`src/rtl/mult_arbiter.sv`:
```
// Round-robin sharing of one combinational multiplier among NumReq valid/ready requesters.
// Product returned two cycles after acceptance; new grants wait until the response handshake completes.
module mult_arbiter #(
  parameter  int Width  = 8,
  parameter  int NumReq = 4,
  localparam int IdxW   = $clog2(NumReq)
) (
  input  logic                      clk_i,
  input  logic                      rst_ni,
  input  logic [NumReq-1:0]         req_valid_i,
  input  logic [NumReq*Width-1:0]   req_a_i,
  input  logic [NumReq*Width-1:0]   req_b_i,
  output logic [NumReq-1:0]         req_ready_o,
  output logic [Width-1:0]          mul_a_o,
  output logic [Width-1:0]          mul_b_o,
  input  logic [2*Width-1:0]        mul_prod_i,
  output logic [NumReq-1:0]         rsp_valid_o,
  output logic [2*Width-1:0]        rsp_prod_o,
  input  logic [NumReq-1:0]         rsp_ready_i,
  output logic                      busy_o,
  output logic [IdxW-1:0]           grant_idx_o
);

  typedef enum logic [1:0] {IDLE, CALC, RESP} state_t;

  state_t             state_q, state_d;
  logic [IdxW-1:0]    ptr_q, gidx_q, pick, cand;
  logic               found;
  logic [Width-1:0]   op_a_q, op_b_q;
  logic [2*Width-1:0] res_q;

  // Search starts just after the last grant, so the last winner is tried last.
  always_comb begin
    found = 1'b0;
    pick  = '0;
    cand  = '0;
    for (int i = 1; i <= NumReq; i++) begin
      cand = IdxW'((int'(ptr_q) + i) % NumReq);
      if (!found && req_valid_i[cand]) begin
        found = 1'b1;
        pick  = cand;
      end
    end
  end

  always_ff @(posedge clk_i or negedge rst_ni) begin
    if (!rst_ni) begin
      state_q <= IDLE;
    end else begin
      state_q <= state_d;
    end
  end

  always_comb begin
    state_d = state_q;
    unique case (state_q)
      IDLE:    if (found) state_d = CALC;
      CALC:    state_d = RESP;
      RESP:    if (rsp_ready_i[gidx_q]) state_d = IDLE;
      default: state_d = IDLE;
    endcase
  end

  always_ff @(posedge clk_i or negedge rst_ni) begin
    if (!rst_ni) begin
      op_a_q <= '0;
      op_b_q <= '0;
      res_q  <= '0;
      gidx_q <= '0;
      ptr_q  <= IdxW'(NumReq - 1);
    end else begin
      if (state_q == IDLE && found) begin
        op_a_q <= req_a_i[pick*Width +: Width];
        op_b_q <= req_b_i[pick*Width +: Width];
        gidx_q <= pick;
        ptr_q  <= pick;
      end
      if (state_q == CALC) begin
        res_q <= mul_prod_i;
      end
    end
  end

  always_comb begin
    req_ready_o = '0;
    rsp_valid_o = '0;
    if (rst_ni && state_q == IDLE && found) req_ready_o[pick] = 1'b1;
    if (state_q == RESP) rsp_valid_o[gidx_q] = 1'b1;
  end

  assign mul_a_o     = op_a_q;
  assign mul_b_o     = op_b_q;
  assign rsp_prod_o  = res_q;
  assign busy_o      = (state_q != IDLE);
  assign grant_idx_o = gidx_q;

endmodule

```
`config.mk`:
```
export PLATFORM = sky130hd
export DESIGN_NAME = mult_arbiter
export DESIGN_NICKNAME = d
export VERILOG_FILES = /design/src/rtl/mult_arbiter.sv
export SDC_FILE = /design/constraint.sdc
export NUM_CORES = 1
export LEC_CHECK = 0
export CAP_MARGIN = 10
export CORE_ASPECT_RATIO = 2
export CORE_UTILIZATION = 37
export CTS_CLUSTER_DIAMETER = 30
export DETAILED_ROUTE_END_ITERATION = 16
export PLACE_DENSITY = 0.91
export SKIP_LAST_GASP = 1
export SLEW_MARGIN = 40
export SYNTH_ARGS = -nofsm -noshare
export SYNTH_HDL_FRONTEND = slang
export SYNTH_SLANG_ARGS = --single-unit
export TNS_END_PERCENT = 20
```
`constraint.sdc`:
```
create_clock -name clk_i -period 3.1 [get_ports clk_i]
set_clock_uncertainty 0.15 [all_clocks]
set_input_delay 0.775 -clock clk_i [delete_from_list [all_inputs] [get_ports clk_i]]
set_output_delay 0.775 -clock clk_i [all_outputs]
set_load 0.005 [all_outputs]
```
==> impl_metrics.ini, run 1 <==
[die]
initial_utilization = 0.3828
die_y_um = 110.2
rows = 39
dieArea_sq_um = 6186
core-area_sq_um = 5660
ios = 133
die_x_um = 56.12

[clock_network]
postCtsHoldBufs = 0
cts.sinks = 38
cts_tree = yes
cts-buffers-inserted = 5
clock_path_buffers = 2
htree_num_levels = 2
cts_root_buf = clkbuf_16
clk_pin_slew_ps = 60
clk_latency_ps = 280

[finish]
syn2layout_area_growth_pct = 76.73
final_net_count = 443
layout-drive-gt1-share = 0.1728
finalCoreUtilization = 0.6766
diodes = 0
finalNonFillerCells = 414

[status]
status = finished, violations left
failed_checks = setup timing

[setup_path]
path_delay_family = buffers and inverters
cp-end-kind = primary output
max_stage_delay_ps = 490
start_kind = input pin
path_class = input pin to primary output
crit_chain = dlygate4sd2_1 -> buf_4 -> a21oi_1 -> o221a_2 -> and3_1 -> clkdlybuf4s50_1
critPathArrivalTime_ps = 2180
cp_slowest_cell = clkdlybuf4s50_1
cp_num_buf_inv = 3
cp_max_fo = 7
worst_ep_required_time_ps = 2170

[global_routing]
grt_pass1_wl_um = 11660
grt_max_degree = 38
overflow = 0
grt_pass1_vias = 2458
grt_usage = 0.2441
antenna_found_initial = 0

[detailed_routing]
firstDrtPassIters = 4
wl_per_cell_um = 18.07
routed_wl_um = 7483
via_count = 2317
ant_nets = 0
routed_via_density = 5.597
drc_errors = 0
first_iter_violations = 121

[sta]
post-route-min-period_ps = 3106
tightestPinTransition_ps = 473.2
relSlewSlack = 0.6846
fin_ws_ps = -6.087
setup_viol_count_final = 1
max_freq_mhz = 321.9
rsz0062_at_grt = yes
slew_violations = 0
hold_viol = 0
finalCritPeriodShare = 1.002

[placement]
placed_cells = 404
io_buffers = 132
gp_congestion = 0.8433
dp.final_hpwl_um = 5592

[yosys]
yosysWarnings = 0
syn-num-nets = 296
synth_seq_cells = 38
synth_top_area_cell = dfrtp_1
synth_cell_types = 39
synth_edf_count = 0
yosysMostFrequentCell = dfrtp_1
synth_area_sq_um = 2167
avgSynthCellArea_sq_um = 10.52
netlist_instances = 206
yosysSeqAreaShare = 0.4400
netlist.area_leader.share = 0.4157
synthArstFlopShare = 1.000
synthTopCellsByArea = dfrtp_1 (42%), mux2_2 (8.3%), mux2i_1 (7.9%), a221oi_1 (5.3%), o22ai_1 (3.8%)
synth_common_cells = dfrtp_1 (36), mux2i_1 (17), nor2_1 (17)
yosys_most_used_dff = dfrtp_1

[power_and_ir_drop]
leakage_nw = 1.654
power_density_nw_per_um2 = 891.7
ir_drop_mv = 0.6438

[flow_run]
drv_cap = 0

[hold_path]
hold_path.class = register to register
-- layout make-up --
class,instances,area (sq um)
fillers,440,1831
repair buffers,154,1484
multi-input cells,151,1136
flip-flops and latches,38,953.4
clock buffers,6,138.9
well taps,61,76.32
clock inverters,1,30.03
inverters,3,11.26
-- layout by cell type, fill, tap and decap left out, types with 2 or more instances in the layout --
cell type          n
clkdlybuf4s50_1  124
dfrtp_1           36
buf_4             21
mux2i_1           17
nor2_1            16
mux2_2            16
o21ai_0           13
a221oi_1          13
o22ai_1           13
o21ai_1           10
nand2b_1           9
nand2_1            6
clkbuf_16          5
dlygate4sd2_1      5
a21oi_1            4
a21o_1             4
and3_1             3
a21oi_2            3
o211a_1            3
or2_1              2
inv_1              2
nor3_1             2
nor3b_1            2
dlymetal6s2s_1     2
dfstp_2            2
-- state kept, by name, indices dropped and copies added, names as in the netlist --
name,cells
grant_idx_o,2
mul_b_o,8
state_q,2
rsp_prod_o,16
ptr_q,2
mul_a_o,8
-- stage by stage --
stage | hold WS, ps | cell area (sq um) | total power [W] | setup slack [ps] | setup TNS (ps)
6_report | 355.7 | 3830 | 0.003415 | -6.087 | -6.087
4_1_cts | 356.1 | 3792 | 0.003404 | -200.9 | -443.4
3_3_place_gp | 337.2 | 3623 | 0.002728 | -260.1 | -929.1
3_5_place_dp | 342.2 | 3623 | 0.002800 | -315.9 | -1079
2_1_floorplan | 329.4 | 2167 | 0.001903 | 337.7 | 0
5_1_grt | 364.2 | 3830 | 0.003638 | -75.12 | -75.12
-- path summary, 6_finish.rpt --
path / from / to / slack, ps / cells after the start
setup / recovery: req_valid_i[1] / req_ready_o[2] / -6 / 6
hold / removal: rsp_prod_o[7] / rsp_prod_o[7] / 360 / 1
setup reg to reg: ptr_q[1] / mul_b_o[4] / 990 / 5
hold reg to reg: rsp_prod_o[7] / rsp_prod_o[7] / 360 / 1
max in group asynchronous: rst_ni / ptr_q[1] / 1910 / 2
min in group asynchronous: rst_ni / ptr_q[0] / 370 / 1
-- logic make-up after synthesis --
kind of cell / Yosys count / share of synthesized area
flops: 38 / 0.4400
compound gates: 71 / 0.2321
mux: 34 / 0.1721
buf+inv: 17 / 0.04156
simple gates: 46 / 0.1143
-- what timing repair did --
item                                    CTS  global route
pin swaps                                 0             3
endpoints found under the setup margin    4             4
resized for setup                         7             4
gates cloned                              0             0
buffers inserted                          0             3
-- metal layers --
| layer | routed length [um] | track usage | up-vias |
|---|---|---|---|
| met5 | 0 | 0 | - |
| met4 | 267 | 0.1098 | 0 |
| met3 | 330 | 0.04201 | 24 |
| met2 | 4417 | 0.4813 | 95 |
| met1 | 2468 | 0.2431 | 1131 |
| li1 | - | - | 1067 |
-- power by group --
part | total [W] | switching, W | internal, W
Combinational | 0.00185 | 0.000783 | 0.00107
Sequential | 0.000978 | 0.000213 | 0.000765
Clock | 0.000589 | 0.000193 | 0.000397
Note: power is estimated with default switching activity, not from simulation.
==> run 2: changes to the inputs <==
--- a/config.mk
+++ b/config.mk
@@ -7,10 +7,11 @@
 export LEC_CHECK = 0
 export CAP_MARGIN = 10
 export CORE_ASPECT_RATIO = 2
-export CORE_UTILIZATION = 37
+export CORE_UTILIZATION = 40
 export CTS_CLUSTER_DIAMETER = 30
 export DETAILED_ROUTE_END_ITERATION = 16
-export PLACE_DENSITY = 0.91
+export DONT_BUFFER_PORTS = 1
+export PLACE_DENSITY = 0.65
 export SKIP_LAST_GASP = 1
 export SLEW_MARGIN = 40
 export SYNTH_ARGS = -nofsm -noshare
==> run 2 against run 1 <==
  * The flow now finishes without violations
  * Worst hold slack got worse by 320 ps
  * Count of clock-buffer cells in the layout fell by 1
  * Register-to-register slack better by 30 ps
  * Power decreased by 29%
  * Cell area decreased by 41%
  * Sequential power grew 4%
  * Critical path depth decreased by 2
  * Maximum frequency is 11% higher
  * Clock power decreased by 47%
  * Critical endpoint is now req_ready_o[3]
==> impl_metrics.ini, run 2 (synthesized netlist as in run 1, its figures left out) <==
[status]
status = completed

[finish]
nFillCells = 513
diodes = 0
layout_common_cells = dfrtp_1 (36), nor2_1 (17), mux2i_1 (17), mux2_2 (16)
final_common_cell = dfrtp_1
largest_register_ffs = 16
final_net_count = 293
finalNonFillerCells = 261
layout-drive-gt1-share = 0.1872
syn2layout_area_growth_pct = 4.735

[clock_network]
clock_path_buffers = 2
postCtsHoldBufs = 0
cts_setup_buffers = 0
clk_pin_slew_ps = 70
clk_latency_ps = 280
cts_tree = yes
cts_root_buf = clkbuf_8
cts-buffers-inserted = 5
htree_num_levels = 2
cts.sinks = 38
cts_resized = 0

[power_and_ir_drop]
leakage_nw = 0.9692
power_density_nw_per_um2 = 1063
ir_drop_mv = 0.5599

[global_routing]
grt_pass1_vias = 1603
antenna_found_initial = 0
grt_max_degree = 43
grt_pass1_wl_um = 8093
overflow = 0
grt_usage = 0.1989

[detailed_routing]
routed_via_density = 6.211
ant_nets = 0
firstDrtPassIters = 4
drc_errors = 0
wl_per_cell_um = 20.69
routed_wl_um = 5401
via_count = 1621
first_iter_violations = 44

[setup_path]
cp-end-kind = primary output
start_kind = register
cp_max_fo = 37
cp_slowest_cell = inv_2
path_class = register to primary output
crit_chain = or2_1 -> a21o_1 -> inv_2 -> o2111a_1
path_delay_family = compound AO/OA/AOI/OAI gates
critPathArrivalTime_ps = 1870
max_stage_delay_ps = 410
cp_num_buf_inv = 1
worst_ep_required_time_ps = 2170

[placement]
placed_cells = 254
io_buffers = 0
dp.final_hpwl_um = 4087
gp_congestion = 0.7289

[sta]
post-route-min-period_ps = 2792
rsz0062_at_grt = no
setup_viol_count_final = 0
hold_viol = 0
max_freq_mhz = 358.1
relSlewSlack = 0.5103
tightestPinTransition_ps = 734.6
slew_violations = 0
finalCritPeriodShare = 0.9007
tns_ps = 0

[die]
die_x_um = 54.05
dieArea_sq_um = 5734
core-area_sq_um = 5185
initial_utilization = 0.4180
die_y_um = 106.1
ios = 133
rows = 37

[flow_run]
drv_cap = 0

[hold_path]
hold_path.class = input pin to asynchronous set/reset pin
## run 2: cell count changes in the layout (fill, tap and decap cells not counted), moves of 2 or more
cell	delta
dlygate4sd2_1	-5
clkdlybuf4s50_1	-124
dlymetal6s2s_1	-2
a21oi_1	+2
a21oi_2	-2
clkinv_2	+2
buf_4	-17
clkbuf_8	+4
clkbuf_16	-5
## run 2: cell type report
class                           count  area (sq um)  share of cell area
Clock buffer                        5         68.82             0.03032
Clock inverter                      2         10.01            0.004410
Inverter                            3         11.26            0.004961
Multi-Input combinational cell    151          1124              0.4950
Sequential cell                    38         953.4              0.4201
Tap cell                           58         72.57             0.03197
Timing Repair Buffer                4         30.03             0.01323
## run 2: per-stage QoR
| stage | power [W] | setup slack, ps | area, sq um | hold WS (ps) | utilization |
|---|---|---|---|---|---|
| after floorplan | 0.001903 | 337.7 | 2167 | 329.4 | - |
| after global placement | 0.002107 | 397.2 | 2191 | 330.1 | 0.4225 |
| after detailed placement | 0.002139 | 393.4 | 2191 | 330.0 | 0.4225 |
| after CTS | 0.002456 | 269.2 | 2270 | 21.57 | 0.4377 |
| after global routing | 0.002627 | 162.5 | 2270 | 11.01 | 0.4377 |
| final | 0.002412 | 307.8 | 2270 | 35.16 | 0.4377 |
## run 2: power breakdown
part           leakage, nW  internal, W  switching [W]
sequential           0.430     0.000765       0.000256
clock               0.0438     0.000151       0.000159
combinational        0.496     0.000512       0.000569
## run 2: path summary, 6_finish.rpt
kind / startpoint / end / slack (ps) / depth (start not counted)
max: state_q[1] / req_ready_o[3] / 310 / 4
min: rst_ni / rsp_prod_o[4] / 40 / 0
max reg2reg: ptr_q[1] / mul_a_o[7] / 1020 / 5
min reg2reg: rsp_prod_o[13] / rsp_prod_o[13] / 380 / 1
max in group asynchronous: rst_ni / ptr_q[0] / 2590 / 0
min in group clk_i: rsp_prod_o[13] / rsp_prod_o[13] / 380 / 1
## run 2: per-layer routing
metal	vias to the layer above	wire [um]	GRT usage
met4	0	107	0.08242
met5	-	0	0
met3	8	315	0.04149
li1	769	-	-
met2	84	3133	0.3519
met1	760	1844	0.2155
## run 2: worst reg2reg max path, cell delays in order (launching register included)
cell and delay, ps:
dfstp_2 660, mux2i_1 260, o22ai_2 150, nor2_8 360
mux2i_1 290, o22ai_1 100
